<file path="src/rtl/cpu_sram_bus_bridge_pkg.sv">
// Shared definitions for the CPU-to-SRAM-style bus bridge: FSM states,
// transaction owner encoding, one-hot grant codes and the address width default.
package cpu_sram_bus_bridge_pkg;

    localparam int ADDR_W_DEFAULT = 32;

    typedef enum logic [1:0] {
        IDLE   = 2'd0,
        REQ    = 2'd1,
        WAIT_R = 2'd2,
        RESP   = 2'd3
    } bridge_state_t;

    typedef enum logic {
        OWN_INST = 1'b0,
        OWN_DATA = 1'b1
    } owner_t;

    // Grant vector layout: bit 0 = inst port, bit 1 = data port
    localparam logic [1:0] GRANT_NONE = 2'b00;
    localparam logic [1:0] GRANT_INST = 2'b01;
    localparam logic [1:0] GRANT_DATA = 2'b10;

    // The port that should be favoured after the given owner was served
    function automatic owner_t other_owner(input owner_t served);
        return (served == OWN_INST) ? OWN_DATA : OWN_INST;
    endfunction

endpackage

</file>
<file path="src/rtl/bridge_arb.sv">
// Two-way arbiter between the instruction and data request ports.
// RR_EN=1 lets the pointer decide simultaneous requests; RR_EN=0 makes data
// win every tie. No grant is produced while enable is low.
module bridge_arb
    import cpu_sram_bus_bridge_pkg::*;
#(
    parameter bit RR_EN = 1'b0
) (
    input  logic       inst_req,
    input  logic       data_req,
    input  logic       rr_ptr,
    input  logic       enable,
    output logic [1:0] grant
);

    // Pick at most one requester; ties go to the pointer or to data
    always_comb begin
        grant = GRANT_NONE;
        if (enable) begin
            if (inst_req && data_req) begin
                if (RR_EN && (rr_ptr == OWN_INST)) begin
                    grant = GRANT_INST;
                end else begin
                    grant = GRANT_DATA;
                end
            end else if (data_req) begin
                grant = GRANT_DATA;
            end else if (inst_req) begin
                grant = GRANT_INST;
            end
        end
    end

endmodule

</file>
<file path="src/rtl/cpu_sram_bus_bridge.sv">
// Bridges a CPU's separate instruction-fetch and load/store request ports onto
// one single-outstanding memory bus. Define BRIDGE_RR_ARB_EN for round-robin
// arbitration; by default data requests win over instruction fetches.
module cpu_sram_bus_bridge
    import cpu_sram_bus_bridge_pkg::*;
#(
    parameter int ADDR_W = ADDR_W_DEFAULT
) (
    input  logic              clk,
    input  logic              resetn,
    input  logic              inst_req,
    input  logic [ADDR_W-1:0] inst_addr,
    output logic [31:0]       inst_rdata,
    output logic              inst_addr_ok,
    output logic              inst_data_ok,
    input  logic              data_req,
    input  logic              data_wr,
    input  logic [3:0]        data_wstrb,
    input  logic [ADDR_W-1:0] data_addr,
    input  logic [31:0]       data_wdata,
    output logic [31:0]       data_rdata,
    output logic              data_addr_ok,
    output logic              data_data_ok,
    output logic              mem_req,
    output logic              mem_wr,
    output logic [ADDR_W-1:0] mem_addr,
    output logic [3:0]        mem_wstrb,
    output logic [31:0]       mem_wdata,
    input  logic              mem_ready,
    input  logic              mem_rvalid,
    input  logic [31:0]       mem_rdata
);

`ifdef BRIDGE_RR_ARB_EN
    localparam bit RR_EN = 1'b1;
`else
    localparam bit RR_EN = 1'b0;
`endif

    // Clears the two byte-offset bits so the bus always sees word addresses
    localparam logic [ADDR_W-1:0] ALIGN_MASK = ~ADDR_W'(3);

    bridge_state_t     state;
    bridge_state_t     state_next;
    logic [1:0]        grant;
    logic              arb_en;
    owner_t            owner_q;
    owner_t            rr_ptr_q;
    logic [ADDR_W-1:0] addr_q;
    logic              wr_q;
    logic [3:0]        wstrb_q;
    logic [31:0]       wdata_q;
    logic [31:0]       rdata_q;

    // New requests are only considered when the bus is free and out of reset
    assign arb_en = resetn && (state == IDLE);

    bridge_arb #(
        .RR_EN (RR_EN)
    ) u_arb (
        .inst_req (inst_req),
        .data_req (data_req),
        .rr_ptr   (rr_ptr_q),
        .enable   (arb_en),
        .grant    (grant)
    );

    // State register
    always_ff @(posedge clk) begin
        if (!resetn) begin
            state <= IDLE;
        end else begin
            state <= state_next;
        end
    end

    // Next-state: accept, hold the bus request, wait for read data, respond
    always_comb begin
        state_next = state;
        case (state)
            IDLE:    if (grant != GRANT_NONE) state_next = REQ;
            REQ:     if (mem_ready) state_next = wr_q ? RESP : WAIT_R;
            WAIT_R:  if (mem_rvalid) state_next = RESP;
            RESP:    state_next = IDLE;
            default: state_next = IDLE;
        endcase
    end

    // Outputs: handshakes decoded from state, bus fields from the latched request
    always_comb begin
        inst_addr_ok = grant[0];
        data_addr_ok = grant[1];
        inst_data_ok = 1'b0;
        data_data_ok = 1'b0;
        mem_req      = 1'b0;
        mem_wr       = 1'b0;
        mem_addr     = '0;
        mem_wstrb    = 4'b0000;
        mem_wdata    = 32'd0;
        inst_rdata   = 32'd0;
        data_rdata   = 32'd0;
        if (resetn) begin
            mem_req      = (state == REQ);
            inst_data_ok = (state == RESP) && (owner_q == OWN_INST);
            data_data_ok = (state == RESP) && (owner_q == OWN_DATA);
            mem_wr       = wr_q;
            mem_addr     = addr_q;
            mem_wstrb    = wstrb_q;
            mem_wdata    = wdata_q;
            inst_rdata   = rdata_q;
            data_rdata   = rdata_q;
        end
    end

    // Latch the granted request, advance the pointer, capture read data
    always_ff @(posedge clk) begin
        if (!resetn) begin
            owner_q  <= OWN_INST;
            rr_ptr_q <= OWN_INST;
            addr_q   <= '0;
            wr_q     <= 1'b0;
            wstrb_q  <= 4'b0000;
            wdata_q  <= 32'd0;
            rdata_q  <= 32'd0;
        end else begin
            if (grant == GRANT_DATA) begin
                owner_q  <= OWN_DATA;
                rr_ptr_q <= other_owner(OWN_DATA);
                addr_q   <= data_addr & ALIGN_MASK;
                wr_q     <= data_wr;
                wstrb_q  <= data_wr ? data_wstrb : 4'b0000;
                wdata_q  <= data_wdata;
            end else if (grant == GRANT_INST) begin
                owner_q  <= OWN_INST;
                rr_ptr_q <= other_owner(OWN_INST);
                addr_q   <= inst_addr & ALIGN_MASK;
                wr_q     <= 1'b0;
                wstrb_q  <= 4'b0000;
                wdata_q  <= 32'd0;
            end
            if ((state == WAIT_R) && mem_rvalid) begin
                rdata_q <= mem_rdata;
            end
        end
    end

endmodule

</file>
<file path="config.mk">
export PLATFORM = sky130hd
export DESIGN_NAME = cpu_sram_bus_bridge
export DESIGN_NICKNAME = d
export VERILOG_FILES = /design/src/rtl/cpu_sram_bus_bridge_pkg.sv /design/src/rtl/bridge_arb.sv /design/src/rtl/cpu_sram_bus_bridge.sv
export SDC_FILE = /design/constraint.sdc
export NUM_CORES = 1
export LEC_CHECK = 0
export BUFFER_PORTS_ARGS = -buffer_cell sky130_fd_sc_hd__buf_2
export CORE_AREA = 2 2 124 126
export DETAILED_ROUTE_END_ITERATION = 8
export DIE_AREA = 0 0 126 128
export PLACE_DENSITY = 0.66
export SYNTH_ARGS = -nofsm -noshare
export SYNTH_HDL_FRONTEND = slang
export SYNTH_SLANG_ARGS = --single-unit
</file>
<file path="constraint.sdc">
create_clock -name clk -period 2.35 [get_ports clk]
set_input_delay 0.47 -clock clk [delete_from_list [all_inputs] [get_ports clk]]
set_output_delay 0.47 -clock clk [all_outputs]
set_load 0.01 [all_outputs]
</file>
== After elaboration in Yosys (flattened, before gate mapping) ==
Index checks and enable logic that the tools add are counted.
Word-level totals
  input bits: 139
  RAM bits: 0
  bits in read-only memories: 0
  latch bits: 0
  word-level logic and storage cells: 52
  register bits: 102
  output and inout port bits: 138
  memories kept: 0
Cells by class
  add/subtract/negate cells: 0
  reduce and logical (&&, ||, !) cells: 9
  shift-type cells: 0
  order comparisons: 0
  eq/ne operators: 8
  bitwise gates (word level): 1
  div/mod/pow operators: 0
  mux-type cells: 27
  multiply operators: 0
Operator list (number)
  32-bit two-way mux: 7
  4-bit two-way mux: 4
  2-bit two-way mux: 6
  1-bit two-way mux: 9
  2-bit case mux with 4 select lines: 1
  2-bit == test, second input constant: 3
  1-bit logical AND: 5
  2-bit by 1-bit == test with 1-bit output, second input constant: 2
  2-bit inequality test, second input constant: 2
  2-bit nonzero test: 2
  3-bit AND reduction: 1
  2-bit logical NOT: 1
  2-bit by 1-bit inequality test with 1-bit output, second input constant: 1
  1-bit NOT: 1

== Longest topological paths before layout ==
Gate-level depths: netlist of the first run.
  depth in word-level cells: 7
  depth in mapped cells: 11
  mapped depth without buffers: 8

== By module ==
Synthesis of the first run repeated with hierarchy kept, for this count alone.
Unflattened totals
  cells, all modules: 588
  area total of the unflattened synthesis: 5104.9 sq um
Modules (own cells, without submodules)
  cpu_sram_bus_bridge: cells an instance 586, area an instance 5088.6 sq um, seq. area each 2062.0 sq um, instances 1
  bridge_arb: cells an instance 2, area an instance 16.3 sq um, seq. area each 0.0 sq um, instances 1

== Worst setup path after synthesis of the first run ==
No wires, ideal clock.
  path kind: register to register
  start point: register state[0]
  end point: register wdata_q[0]
  setup slack: 0.508 ns
  library setup time: 0.128 ns
  buffers on the path: 2
  stages on the path, launching flop included: 10
  clock period less this slack: 1.842 ns
  required time: 2.222 ns
  arrival time: 1.715 ns
  cells stage by stage: dfxtp_1 > inv_1 > ha_1 > nand4b_1 > ha_1 > and2_4 > buf_6 > buf_6 > a22oi_2 > nor2_1
Between the ends
  longest elaborated chain between the ends: 5
  elaborated cells on any way between the ends: 7
  classes of those cells: eq/ne: 2; mux: 2; reduce/logical: 3
RTL lines
  from (decl): RTL line cpu_sram_bus_bridge.sv:43  | bridge_state_t state;
  from (signal assigned): RTL line cpu_sram_bus_bridge.sv:73  | state <= state_next;
  2-bit logical NOT *: RTL line cpu_sram_bus_bridge.sv:56  | assign arb_en = resetn && (state == IDLE);
  1-bit logical AND *: RTL line cpu_sram_bus_bridge.sv:56
  2-bit two-way mux *: RTL line bridge_arb.sv:19  | if (enable) begin
  2-bit == test / 2-bit by 1-bit == test with 1-bit output (equally long branches): RTL line cpu_sram_bus_bridge.sv:126, cpu_sram_bus_bridge.sv:133
  32-bit two-way mux / 2-bit nonzero test (equally long branches)
  to (signal assigned): RTL line cpu_sram_bus_bridge.sv:132  | wdata_q <= data_wdata;
  to (decl): RTL line cpu_sram_bus_bridge.sv:52  | logic [31:0] wdata_q;
Every way passes the cells marked *; elsewhere a longest branch is shown, timed or not.
A chain may end at the register's enable or synchronous reset.

== Worst setup path in the final report of the first run ==
  start point: register state[0]
  end point: register wdata_q[30]
The elaborated chain is that of the path after synthesis.

==> flow_metrics.py, run 1 <==
metrics = {
    "synthesis": {
        "ys_seq_area_share_pct": 40.32,
        "synth_mux_area_share_pct": 6.126,
        "synthTopCellsByArea": "dfxtp_1 (40%), and2_1 (13%), a22oi_2 (7.2%)",
        "synth_compound_area_share_pct": 16.45,
        "synth_edf_count": 0,
        "synth_xor_area_share_pct": 0,
        "async_flop_share_pct": 0,
        "syn_area_per_cell_um2": 8.658,
        "synth_top_area_share_pct": 40.32,
        "synth_cell_types": 29,
        "ys_ff_latch": 102,
        "yosys.area.top_type": "dfxtp_1",
        "synth_top_family_by_area": "simple AND/OR/NAND/NOR gates",
        "syn-cell-area_um2": 5065,
        "yosys.area_share.simple_pct": 24.48,
        "synth_fa_ha_area_share_pct": 1.729,
        "synth_warnings": 0,
        "yosysMostFrequentCell": "and2_1",
        "syn_inst": 585,
        "synth_common_cells": "and2_1 (103), dfxtp_1 (102), nand2_1 (71)",
        "synth_flop_cell": "dfxtp_1",
    },
    "critical_path": {
        "cp.depth": 7,
        "crit_path_max_incr_delay_ns": 0.51,
        "arrival_ns": 2.43,
        "slowest_stage": "and2_4",
        "r2r_cells": 7,
        "reg2reg_to": "wdata_q[30]$_SDFFE_PN0P_",
        "endpoint": "wdata_q[30]$_SDFFE_PN0P_",
        "path_class": "reg -> reg",
        "cp_max_fo": 33,
        "crit_start": "state[0]$_SDFFE_PN0P_",
        "cp.required_ns": 2.63,
        "critPathBufInv": 1,
        "r2r_slack_ns": 0.20,
        "path_cells": "inv_1 > ha_1 > nand4b_1 > ha_2 > and2_4 > a22oi_1 > nor2_1",
        "reg2reg_from": "state[0]$_SDFFE_PN0P_",
        "crit_path_end_kind": "register",
        "critPathTopFamily": "simple AND/OR/NAND/NOR gates",
        "critical_path.startpoint_type": "register",
    },
    "timing": {
        "post-route-period-util_pct": 91.60,
        "final_period_minus_worst_setup_slack_ns": 2.153,
        "finalClockSkew_ns": 0.005991,
        "drv_slew": 0,
        "rsz0062_at_grt": "no",
        "max_freq_mhz": 464.6,
        "tightest_slew_ns": 0.5458,
        "hold_viol": 0,
        "setup_viol": 0,
        "fin_setup_tns_ns": 0,
        "slew_headroom_pct": 63.61,
    },
    "floorplan": {
        "die_area_um2": 16130,
        "num_rows": 45,
        "die_h_um": 128,
        "die-width_um": 126,
        "ios": 277,
        "coreArea_um2": 14860,
        "start_util_pct": 34.07,
    },
    "global_route": {
        "grt_pass1_wl_mm": 20.58,
        "antenna_found_initial": 2,
        "first_global_vias": 4112,
        "grt_max_degree": 60,
        "overflow": 0,
        "grt_use_total_pct": 15.92,
    },
    "outcome": {
        "run_status": "finished, final reports clean",
    },
    "flow_run": {
        "drv_cap": 0,
    },
    "route": {
        "via_per_inst": 4.567,
        "dr.pass1.iters": 4,
        "via_count": 4535,
        "ant_nets": 0,
        "drt_wl_total_mm": 13.37,
        "drcViolationCount": 0,
        "wire_per_inst_um": 13.47,
        "drt_iter0_markers": 158,
    },
    "layout": {
        "area_growth_pct": 29.84,
        "fin_area_um2": 6576,
        "nNetsFinal": 945,
        "multiInputGateArea_um2": 2484,
        "fillers": 1551,
        "seq_area_um2": 2042,
        "drive_gt1_share_pct": 41.29,
        "final_cells": 993,
    },
    "power": {
        "power_density_nw_per_um2": 772.5,
        "total_power_mw": 5.080,
        "leakage_nw": 3.102,
        "ir_drop_uv": 321.7,
    },
    "cts": {
        "ctsLongestPathBuffers": 2,
        "cts_setup_buffers": 0,
        "clock-root-buffer": "clkbuf_16",
        "cts_max_level": 3,
        "clock_latency_ns": 0.35,
        "cts_resized": 0,
        "cts_tree": "yes",
        "postCtsHoldBufs": 0,
        "cts.sinks": 102,
        "clk_pin_slew_ns": 0.07,
        "numCtsBuffers": 9,
    },
    "placement": {
        "place_inst": 976,
        "gp_congestion": 0.7714,
        "dpl-instance-area_um2": 6284,
        "dp_hpwl_mm": 9.678,
        "numPortBuffers": 270,
    },
    "worst_hold_path": {
        "hold_path_class": "in -> reg",
    },
}
==> kinds of logic (layout without fill, tap and decap cells) <==
logic type,after synthesis,count (layout)
and+or+nand+nor,253,253
muxes,31,31
buffers and inverters,87,305
other,1,3
DFF,102,102
AOI/OAI and AO/OA,104,104
adders and majority gates,7,7
==> per-layer routing <==
layer | wire length [um] | global-route usage, % | up-vias | share of wire, %
met1 | 5675 | 19.02 | 2024 | 42
met2 | 6662 | 27.93 | 162 | 50
met3 | 846 | 3.715 | 11 | 6.3
met5 | 15 | 0 | - | 0.11
met4 | 171 | 5.818 | 2 | 1.3
li1 | - | - | 2336 | -
==> worst min-delay path by stage <==
stage | startpoint | slack (ns) | cells after the start | endpoint
2_1_floorplan | rdata_q[0]$_SDFFE_PN0P_ | 0.43 | 2 | rdata_q[0]$_SDFFE_PN0P_
3_3_place_gp | rdata_q[23]$_SDFFE_PN0P_ | 0.44 | 2 | rdata_q[23]$_SDFFE_PN0P_
3_5_place_dp | rdata_q[21]$_SDFFE_PN0P_ | 0.44 | 2 | rdata_q[21]$_SDFFE_PN0P_
4_1_cts | data_wdata[12] | 0.34 | 3 | wdata_q[12]$_SDFFE_PN0P_
5_1_grt | data_wdata[27] | 0.34 | 3 | wdata_q[27]$_SDFFE_PN0P_
6_report | data_wdata[28] | 0.35 | 3 | wdata_q[28]$_SDFFE_PN0P_
==> placed cells by master (no fill, tap or decap), types with 2 or more instances in the layout <==
| master | n |
|---|---|
| buf_2 | 270 |
| and2_1 | 103 |
| dfxtp_1 | 102 |
| nand2_1 | 71 |
| nor2_1 | 65 |
| a21oi_1 | 38 |
| mux2i_1 | 31 |
| a211oi_1 | 31 |
| a22oi_2 | 29 |
| clkbuf_16 | 9 |
| buf_4 | 9 |
| nand3_1 | 5 |
| ha_1 | 5 |
| inv_1 | 4 |
| buf_12 | 4 |
| clkinv_2 | 3 |
| a22oi_1 | 3 |
| clkbuf_8 | 3 |
| nand2b_1 | 2 |
| nor2b_1 | 2 |
| ha_2 | 2 |
| conb_1 | 2 |
==> metrics by stage <==
step / hold WS, ns / util, % / setup WS (ns)
global placement: 0.4375 / 42.27 / 0.2429
global route: 0.3372 / 44.23 / 0.01156
finish: 0.3529 / 44.24 / 0.1975
floorplan: 0.4317 / - / 0.5076
CTS: 0.3372 / 44.21 / 0.1843
detailed placement: 0.4422 / 42.27 / 0.1994
==> worst min-delay path, cell delays in order <==
cell and delay [ns]:
buf_2 0.08, a22oi_2 0.04, nor2_1 0.07
==> where the power goes <==
group | internal, mW | total [mW] | switching [mW]
clock network | 0.803 | 1.45 | 0.645
logic | 0.670 | 1.54 | 0.868
registers | 1.98 | 2.09 | 0.116
total | 3.45 | 5.08 | 1.63
==> sequential cells by signal, indices dropped and copies added (netlist names) <==
register  flops
wdata_q      32
rdata_q      32
owner_q       1
addr_q       30
state         2
wr_q          1
wstrb_q       4
==> cell type report <==
| type | instances | share of cell area (%) |
|---|---|---|
| multi-input combinational | 397 | 37.77 |
| sequential | 102 | 31.05 |
| timing repair buffer | 283 | 22.79 |
| clock buffer | 13 | 4.110 |
| tap | 188 | 3.577 |
| inverter | 6 | 0.3995 |
| clock inverter | 3 | 0.2664 |
| antenna | 1 | 0.03805 |
(Power assumes the default switching activity.)
==> run 2, diff against run 1 <==
- RECOVER_POWER: not set -> 25
- SETUP_SLACK_MARGIN: not set -> 0.4
==> flow_metrics.py, run 2 (synthesized netlist as in run 1, its figures left out) <==
metrics = {
    "cts": {
        "clock_latency_ns": 0.35,
        "cts_max_level": 3,
        "cts.sinks": 102,
        "numCtsBuffers": 9,
        "ctsLongestPathBuffers": 2,
        "clk_pin_slew_ns": 0.07,
        "clock-root-buffer": "clkbuf_16",
        "cts_tree": "yes",
    },
    "power": {
        "leakage_nw": 3.121,
        "pwr-share-comb_pct": 32.4,
        "internal_power_mw": 3.564,
        "seqPwrFrac_pct": 39.9,
        "p_clk_share_pct": 27.6,
        "power_density_nw_per_um2": 777.2,
        "swShare_pct": 32.16,
        "net-switching-power_mw": 1.689,
        "ir_drop_uv": 312.6,
    },
    "timing": {
        "post-route-period-util_pct": 86.93,
        "max_freq_mhz": 489.5,
        "drv_slew": 0,
        "setup_viol": 0,
        "final_period_minus_worst_setup_slack_ns": 2.043,
        "hold_viol": 0,
        "tightest_slew_ns": 0.6201,
        "rsz0062_at_grt": "no",
        "finalClockSkew_ns": 0.006092,
        "fin_setup_tns_ns": 0,
        "slew_headroom_pct": 58.66,
    },
    "layout": {
        "final_cells": 1006,
        "fillers": 1537,
        "nNetsFinal": 958,
        "drive_gt1_share_pct": 40.88,
        "final_common_cell": "buf_2",
        "final_cell_mix": "buf_2 (253), and2_1 (101), dfxtp_1 (101), nand2_1 (71), nor2_1 (65)",
        "reg_top3": "rdata_q (32), wdata_q (32), addr_q (30)",
        "area_growth_pct": 33.45,
        "fin_area_um2": 6759,
    },
    "placement": {
        "place_inst": 976,
        "gp_congestion": 0.7714,
        "dp_hpwl_mm": 9.678,
        "dpl-instance-area_um2": 6284,
        "numPortBuffers": 270,
    },
    "global_route": {
        "antenna_found_initial": 2,
        "grt_pass1_wl_mm": 21.25,
        "overflow": 0,
        "grt_use_total_pct": 16.50,
        "grt_max_degree": 60,
        "first_global_vias": 4205,
    },
    "route": {
        "drt_iter0_markers": 138,
        "ant_nets": 0,
        "drt_wl_total_mm": 13.98,
        "via_count": 4635,
        "wire_per_inst_um": 13.89,
        "dr.pass1.iters": 4,
        "via_per_inst": 4.607,
        "drcViolationCount": 0,
    },
    "floorplan": {
        "die-width_um": 126,
        "die_h_um": 128,
        "ios": 277,
        "die_area_um2": 16130,
        "coreArea_um2": 14860,
        "num_rows": 45,
        "start_util_pct": 34.07,
    },
    "critical_path": {
        "path_class": "in -> out",
        "cp.required_ns": 1.88,
        "crit_path_end_kind": "output pin",
        "arrival_ns": 1.57,
        "cp_max_fo": 59,
        "critical_path.startpoint_type": "input port",
    },
    "outcome": {
        "run_status": "finished, final reports clean",
    },
    "worst_hold_path": {
        "hold_path_class": "in -> reg",
    },
    "flow_run": {
        "drv_cap": 0,
    },
}
## run 2: changes by cell type in the layout (fill, tap and decap cells not counted), moves of 2 or more
cell,delta
buf_2,-17
clkbuf_1,+17
buf_4,+5
ha_4,+3
and2_0,+2
and2_1,-2
buf_12,+2
ha_2,-2
inv_1,-2
inv_2,+2
## run 2: area by class of cell
class	instances	area, um2	area share [%]
clock inverter	3	17.52	0.2592
antenna	1	2.502	0.03702
timing repair buffer	295	1627	24.07
inverter	6	28.78	0.4258
multi-input combinational	398	2535	37.50
sequential	102	2043	30.23
tap	188	235.2	3.480
clock buffer	13	270.3	3.999
## run 2: final timing paths
check	endpoint	depth (start not counted)	from	slack [ns]
max	mem_wdata[22]	4	resetn	0.31
min	wdata_q[23]$_SDFFE_PN0P_	3	data_wdata[23]	0.35
max reg2reg	wdata_q[29]$_SDFFE_PN0P_	9	state[0]$_SDFFE_PN0P_	0.39
min reg2reg	rdata_q[21]$_SDFFE_PN0P_	2	rdata_q[21]$_SDFFE_PN0P_	0.45
## run 2: stage by stage
stage | setup slack [ns] | power [mW] | hold slack [ns] | util, %
after floorplan | 0.5076 | 3.255 | 0.4317 | -
after global placement | 0.2429 | 3.674 | 0.4375 | 42.27
after detailed placement | 0.1994 | 3.691 | 0.4422 | 42.27
after CTS | 0.4162 | 5.263 | 0.3372 | 44.81
after global routing | 0.2045 | 5.610 | 0.3372 | 45.45
final | 0.3072 | 5.253 | 0.3521 | 45.47
## run 2: metal layers
metal  vias up  global-route usage [%]  wire, um
met4         2                   6.206       215
li1       2364                       -         -
met3        13                   3.756       864
met1      2092                   19.57      5892
met5         -                       0        15
met2       164                   29.13      6988
## run 2: power by group through the flow
stage / Combinational, mW / Clock, mW / Sequential [mW]
finish: 1.70 / 1.45 / 2.10
global route: 1.89 / 1.59 / 2.13
CTS: 1.65 / 1.51 / 2.10
detailed placement: 1.56 / 0 / 2.13
global placement: 1.55 / 0 / 2.12
floorplan: 1.15 / 0 / 2.10
## run 2: repair_timing
item,in CTS,in global routing
pin swaps,1,3
gates resized for setup,11,9
hold buffers,0,0
gates cloned,2,0
buffers inserted,1,10
setup endpoints to repair,69,56
## run 2: critical path, stage by stage
cell,delay (ns)
clkbuf_1,0.18
clkbuf_4,0.54
and2_1,0.20
clkbuf_1,0.18
==> run 3, diff against run 2 <==
- PLACE_DENSITY: 0.66 -> 0.64
- SETUP_SLACK_MARGIN: 0.4 -> not set
==> flow_metrics.py, run 3 (synthesized netlist as in run 1, its figures left out) <==
metrics = {
    "outcome": {
        "run_status": "finished, final reports clean",
    },
    "layout": {
        "drive_gt1_share_pct": 40.12,
        "nNetsFinal": 946,
        "final_cell_mix": "buf_2 (260), dfxtp_1 (102), and2_1 (88), nand2_1 (71), nor2_1 (65)",
        "area_growth_pct": 29.82,
        "multiInputGateArea_um2": 2484,
        "fillers": 1593,
        "antenna_cells": 0,
        "reg_top3": "rdata_q (32), wdata_q (32), addr_q (30)",
        "seq_area_um2": 2042,
        "final_common_cell": "buf_2",
    },
    "timing": {
        "finalClockSkew_ns": 0.003905,
        "rsz0062_at_grt": "no",
        "max_freq_mhz": 476.3,
        "slew_headroom_pct": 58.02,
        "fin_setup_tns_ns": 0,
        "drv_slew": 0,
        "whs_ns": 0.3449,
        "post-route-period-util_pct": 89.34,
        "final_period_minus_worst_setup_slack_ns": 2.100,
        "setup_viol": 0,
        "hold_viol": 0,
        "tightest_slew_ns": 0.6297,
    },
    "critical_path": {
        "path_class": "reg -> reg",
        "cp_max_fo": 44,
        "slowest_stage": "ha_2",
        "cp.required_ns": 2.61,
        "critPathBufInv": 2,
        "crit_path_max_incr_delay_ns": 0.41,
        "cp.depth": 7,
        "r2r_cells": 7,
        "critPathTopFamily": "adder cells",
        "crit_path_end_kind": "register",
        "path_cells": "inv_1 > ha_1 > nand4b_1 > ha_2 > buf_4 > nor2_1 > a211oi_1",
        "critical_path.startpoint_type": "register",
        "arrival_ns": 2.36,
    },
    "cts": {
        "cts_resized": 0,
        "cts_max_level": 3,
        "clock-root-buffer": "clkbuf_16",
        "clock_latency_ns": 0.34,
        "cts.sinks": 102,
        "postCtsHoldBufs": 0,
        "ctsLongestPathBuffers": 2,
        "clk_pin_slew_ns": 0.07,
        "cts_setup_buffers": 0,
        "cts_tree": "yes",
        "numCtsBuffers": 9,
    },
    "route": {
        "wire_per_inst_um": 13.13,
        "drt_wl_total_mm": 13.04,
        "dr.pass1.iters": 4,
        "ant_nets": 0,
        "via_per_inst": 4.567,
        "drt_iter0_markers": 138,
        "via_count": 4535,
        "drcViolationCount": 0,
    },
    "power": {
        "ir_drop_uv": 383.1,
        "total_power_mw": 5.189,
        "power_density_nw_per_um2": 789.2,
        "leakage_nw": 3.056,
    },
    "placement": {
        "numPortBuffers": 270,
        "gp_congestion": 0.7352,
        "dp_hpwl_mm": 9.580,
    },
    "floorplan": {
        "start_util_pct": 34.07,
        "coreArea_um2": 14860,
        "ios": 277,
        "die_h_um": 128,
        "die-width_um": 126,
        "die_area_um2": 16130,
        "num_rows": 45,
    },
    "global_route": {
        "overflow": 0,
        "grt_max_degree": 54,
        "antenna_found_initial": 0,
        "first_global_vias": 4118,
        "grt_pass1_wl_mm": 20.57,
        "grt_use_total_pct": 15.71,
    },
    "flow_run": {
        "drv_cap": 0,
    },
    "worst_hold_path": {
        "hold_path_depth": 3,
        "hold_path_class": "in -> reg",
    },
}
-- run 3: cell types whose count changed in the layout (fill, tap and decap cells not counted), sizes merged --
| cell | before | now |
|---|---|---|
| clkbuf | 32 | 23 |
| buf | 275 | 271 |
| inv | 5 | 7 |
| and2 | 105 | 104 |
| bufbuf | 1 | 0 |
| bufinv | 0 | 1 |
| clkinv | 3 | 4 |
| clkinvlp | 1 | 0 |
| diode | 1 | 0 |
-- run 3: worst reg2reg max path, cell delays in order (launching register included) --
cell and delay (ns):
dfxtp_1 0.33, inv_1 0.14, ha_1 0.22, nand4b_1 0.18
ha_2 0.41, buf_4 0.39, nor2_1 0.12, a211oi_1 0.22
-- run 3: per-stage QoR --
step                instance area (um2)  utilization [%]  std cells  worst slack [ns]
floorplan                          5069                -        586            0.5076
global placement                   6291            42.32        977            0.2689
detailed placement                 6291            42.32        977            0.2353
CTS                                6609            44.46        993            0.2145
global route                       6575            44.23        993           0.01198
finish                             6575            44.23        993            0.2504
-- run 3: path summary, 6_finish.rpt --
path / from / endpoint / slack [ns]
max: state[0]$_SDFFE_PN0P_ / addr_q[7]$_SDFFE_PN0P_ / 0.25
max reg2reg: state[0]$_SDFFE_PN0P_ / addr_q[7]$_SDFFE_PN0P_ / 0.25
min: data_wdata[13] / wdata_q[13]$_SDFFE_PN0P_ / 0.34
min reg2reg: rdata_q[16]$_SDFFE_PN0P_ / rdata_q[16]$_SDFFE_PN0P_ / 0.45
-- run 3: layout make-up --
cell class,count,share of cell area [%]
multi-input cells,397,37.77
flip-flops and latches,102,31.06
repair buffers,284,22.40
clock buffers,10,3.635
well taps,188,3.578
clock inverters,6,1.199
inverters,6,0.3616
-- run 3: per-layer routing --
layer / vias to the layer above / GRT usage, % / part of all wire, %
met5: - / 0 / 0
met4: 0 / 5.430 / 1.4
li1: 2339 / - / -
met1: 2026 / 19.26 / 44
met2: 160 / 27.61 / 49
met3: 10 / 3.047 / 6.0
-- run 3: where the power goes --
part           total (mW)  switching, mW  internal [mW]
logic                1.52          0.864          0.657
registers            2.10          0.119           1.98
clock network        1.57          0.696          0.876
